--- config.mk ---
export PLATFORM = sky130hd
export DESIGN_NAME = fir_decim_fifo
export DESIGN_NICKNAME = d
export VERILOG_FILES = /design/src/rtl/fir_decim_fifo.sv
export SDC_FILE = /design/constraint.sdc
export NUM_CORES = 1
export LEC_CHECK = 0
export BUFFER_PORTS_ARGS = -buffer_cell sky130_fd_sc_hd__clkbuf_2
export CORE_MARGIN = 2
export CORE_UTILIZATION = 40
export CTS_BUF_LIST = sky130_fd_sc_hd__clkbuf_8 sky130_fd_sc_hd__clkbuf_16
export CTS_CLUSTER_SIZE = 20
export DETAILED_ROUTE_END_ITERATION = 7
export PLACE_DENSITY_LB_ADDON = 0.08
export SYNTH_ARGS = -nofsm -noshare
export SYNTH_HDL_FRONTEND = slang
export SYNTH_SLANG_ARGS = --single-unit
export TNS_END_PERCENT = 10
--- constraint.sdc ---
create_clock -name clock -period 5.8 [get_ports clock]
set_input_delay 0.29 -clock clock [delete_from_list [all_inputs] [get_ports clock]]
set_output_delay 0.29 -clock clock [all_outputs]
set_load 0.1 [all_outputs]
--- src/rtl/fir_decim_fifo.sv ---
// Decimating FIFO behind the 10-tap FIR stage.
// Keeps one filter sample in every DECIM and buffers the kept samples.
// The kept samples are presented on a first-word-fall-through valid/ready stream.
// A kept sample that arrives while the FIFO is full and not draining is dropped.
// Such a drop sets a sticky overflow flag.
module fir_decim_fifo #(
    parameter int W     = 16,
    parameter int DECIM = 4,
    parameter int DEPTH = 8,
    localparam int AW   = $clog2(DEPTH),
    localparam int CW   = AW + 1,
    localparam int PW   = (DECIM > 1) ? $clog2(DECIM) : 1
) (
    input  logic          clock,
    input  logic          reset,
    input  logic [W-1:0]  y_in,
    input  logic          in_en,
    output logic [W-1:0]  out_data,
    output logic          out_valid,
    input  logic          out_ready,
    output logic [CW-1:0] count,
    output logic [PW-1:0] phase,
    output logic          overflow
);

    logic [W-1:0]  mem [DEPTH];
    logic [AW-1:0] rd_ptr;
    logic [AW-1:0] wr_ptr;
    logic          keep;
    logic          full;
    logic          pop;
    logic          push;

    assign keep      = in_en && (phase == '0);
    assign full      = (count == CW'(DEPTH));
    assign out_valid = (count != '0);
    assign pop       = out_valid && out_ready;
    // When the FIFO is full, a pop in the same cycle frees the slot that the push needs.
    assign push      = keep && (!full || pop);
    assign out_data  = out_valid ? mem[rd_ptr] : '0;

    // Sample storage; contents are deliberately left unreset.
    always_ff @(posedge clock) begin
        if (!reset && push) begin
            mem[wr_ptr] <= y_in;
        end
    end

    // Decimation phase counter, advancing only on valid filter samples.
    always_ff @(posedge clock) begin
        if (reset) begin
            phase <= '0;
        end else if (in_en) begin
            if (phase == PW'(DECIM - 1)) begin
                phase <= '0;
            end else begin
                phase <= phase + PW'(1);
            end
        end
    end

    // FIFO pointers, occupancy and the sticky drop flag.
    always_ff @(posedge clock) begin
        if (reset) begin
            rd_ptr   <= '0;
            wr_ptr   <= '0;
            count    <= '0;
            overflow <= 1'b0;
        end else begin
            if (push) begin
                wr_ptr <= wr_ptr + AW'(1);
            end
            if (pop) begin
                rd_ptr <= rd_ptr + AW'(1);
            end
            if (push && !pop) begin
                count <= count + CW'(1);
            end else if (pop && !push) begin
                count <= count - CW'(1);
            end
            if (keep && full && !pop) begin
                overflow <= 1'b1;
            end
        end
    end

endmodule

==> impl_metrics.yaml <==
sta:
  fin_ws_ps: 2450
  slew_headroom_pct: 25.2
  worstMarginPinSlew_ps: 1120
  finalHoldViolCount: 0
  setup_tns_ps: 0
  fmax_mhz: 299
  skew_ps: 13.9
  fin_crit_ps: 3350
  setup_violations: 0
  maxSlewViolCount: 0
  rsz0062_at_grt: "no"
  min_period_over_period_pct: 57.7
clocking:
  clock_latency_ps: 420
  post_cts_buffers: 0
  cts_hold_buffers: 0
  tritoncts: "yes"
  cts_root_buf: "clkbuf_16"
  clkTransAtPathRegs_ps: 60
  htreeDepth: 4
  clk_path_buf_depth: 2
  cts_made_buffers: 17
  clock-sinks: 144
  cts_resized: 0
grt:
  grt_use_total_pct: 15.6
  overflow: 0
  grt_pass1_vias: 2791
  antenna_found_initial: 0
  grt_pass1_wl_microns: 16000
  grt_max_degree: 33
critical_path:
  critical_path_peak_fanout: 17
  end_kind: "flip-flop"
  critPathRequiredTime_ps: 6110
  critical_path_class: "flip-flop to flip-flop"
  cp-start-kind: "flip-flop"
  worstPathArrival_ps: 3660
flow_run:
  drv_cap: 0
yosys:
  synth_seq_cells: 144
  synth_cell_type_count: 30
  synth_nets: 320
  avgSynthCellArea_sq_um: 19.3
  yosysWarnings: 0
  syn_inst: 292
  yosysTopAreaCellShare_pct: 68.1
  synth_seq_area_share_pct: 73.8
  synthTopCellsByArea: "edfxtp_1, mux4_2, dfxtp_1"
  syn_area_sq_um: 5640
  yosys.area.top_type: "edfxtp_1"
floorplanning:
  start_util_pct: 40.8
  rows: 43
  coreArea_sq_um: 13800
  die-area_sq_um: 15100
  io_pins: 44
  chipHeight_microns: 123
  dieWidth_microns: 123
cells_and_area:
  layout.nets: 377
  final.fill_count: 1153
  n_antenna_cell: 0
  drive_above_1_share_pct: 33.7
  synthToLayoutAreaGrowth_pct: 18.4
route:
  ant_nets: 0
  routed_via_density: 5.01
  vias: 2716
  dr.pass1.iters: 4
  drtIter0Drc: 230
  wl_per_cell_microns: 19.4
  wirelength_microns: 10500
  drc: 0
power:
  p_per_area_nw_per_um2: 549
  ir_drop_v: 0.000344
  cellLeakagePower_nw: 2.26
  p_total_mw: 3.67
placement:
  pre_cts_slack_ps: 2420
  place_hpwl_microns: 5770
  gp_congestion: 0.744
  port-buffer-count: 43
min_path:
  hold_class: "input port to flip-flop"
outcome:
  run_status: "finished clean"
flip-flops by register name (all words and copies together), names as in the netlist, named ones only:
signal    count
mem         128
count         4
rd_ptr        3
overflow      1
phase         2
wr_ptr        3
path summary, 6_finish.rpt:
| kind | from | end | slack [ps] | cells past startpoint |
|---|---|---|---|---|
| min reg2reg | rd_ptr[1] | rd_ptr[1] | 490 | 2 |
| min | y_in[1] | mem[5][1] | 140 | 1 |
| max reg2reg | count[0] | count[3] | 2450 | 11 |
| max | count[0] | count[3] | 2450 | 11 |
metrics by stage:
step / area [sq um] / instances / hold WS [ps] / util (%)
final: 6690 / 542 / 143 / 48.3
after global routing: 6690 / 542 / 148 / 48.3
after CTS: 6690 / 542 / 139 / 48.3
after detailed placement: 6100 / 510 / 481 / 44.1
after global placement: 6100 / 510 / 454 / 44.1
after floorplan: 5640 / 292 / 389 / -
final cells by class:
class	count	area, sq um	area share (%)
Sequential cell	144	4170	62.3
Clock buffer	17	425	6.36
Tap cell	180	225	3.37
Multi-Input combinational cell	129	1410	21.1
Inverter	5	18.8	0.281
Timing Repair Buffer	52	283	4.23
Clock inverter	15	156	2.34
layout by cell type, fill, tap and decap left out, types with 3 or more instances in the layout:
cell type	Yosys	routed
nand2_1	6	6
buf_4	0	9
clkinv_2	0	3
a21oi_1	3	3
nand3_1	3	3
nor2_1	35	35
clkbuf_2	0	43
xor2_1	3	3
inv_1	4	9
bufinv_16	0	3
ha_1	7	7
mux4_2	32	32
dfxtp_1	16	15
edfxtp_1	128	128
clkbuf_16	0	17
mux2i_1	20	20
synth_stat cells:
cell and instances:
edfxtp_1 128, nor2_1 35, mux4_2 32, mux2i_1 20, dfxtp_1 16, clkbuf_1 7
ha_1 7, nand2_1 6, buf_2 5, inv_1 4, a21oi_1 3, nand3_1 3
nor2b_1 3, xor2_1 3, a31oi_1 2, and3b_1 2, mux2_2 2, xnor2_1 2
a211oi_1 1, buf_1 1, buf_6 1, fa_1 1, inv_2 1, nor2_2 1
nor2b_4 1, nor3_1 1, nor3b_1 1, nor4_1 1, o311a_1 1, or3_4 1
report_power, final:
| group | total, mW | switching, mW | internal (mW) |
|---|---|---|---|
| clock | 1.06 | 0.394 | 0.665 |
| combinational | 1.41 | 1.08 | 0.323 |
| sequential | 1.21 | 0.0313 | 1.17 |
| total | 3.67 | 1.51 | 2.16 |
cell families (layout without fill, tap and decap cells):
kind of cell             after synthesis  after routing  share of synthesized area [%]
flip-flops                           144            144                           73.8
AND/OR/NAND/NOR                       55             55                           4.52
multiplexers                          54             54                           16.7
buffers and inverters                 19             89                           1.51
adder cells (fa/ha/maj)                8              8                           1.91
AO/OA/AOI/OAI                          7              7                          0.798
XOR/XNOR                               5              5                          0.776
routing by layer:
| layer | track usage, % | wire length, microns | part of all wire, % | vias to the layer above |
|---|---|---|---|---|
| met4 | 6.47 | 144 | 1.4 | 0 |
| met2 | 23.5 | 4990 | 48 | 60 |
| li1 | - | - | - | 1268 |
| met3 | 5.44 | 524 | 5.0 | 10 |
| met1 | 20.5 | 4830 | 46 | 1378 |
| met5 | 0 | 0 | 0 | - |
worst max-delay path, stage by stage, from the launching register on:
cell      delay (ps)
dfxtp_1          360
or3_4            410
nor2_2           790
inv_2            120
nand2_1          170
ha_1             180
inv_1             90
ha_1             330
a21oi_1          190
a211oi_1         100
a31oi_1          160
mux2_2           340
(Power assumes the default switching activity.)
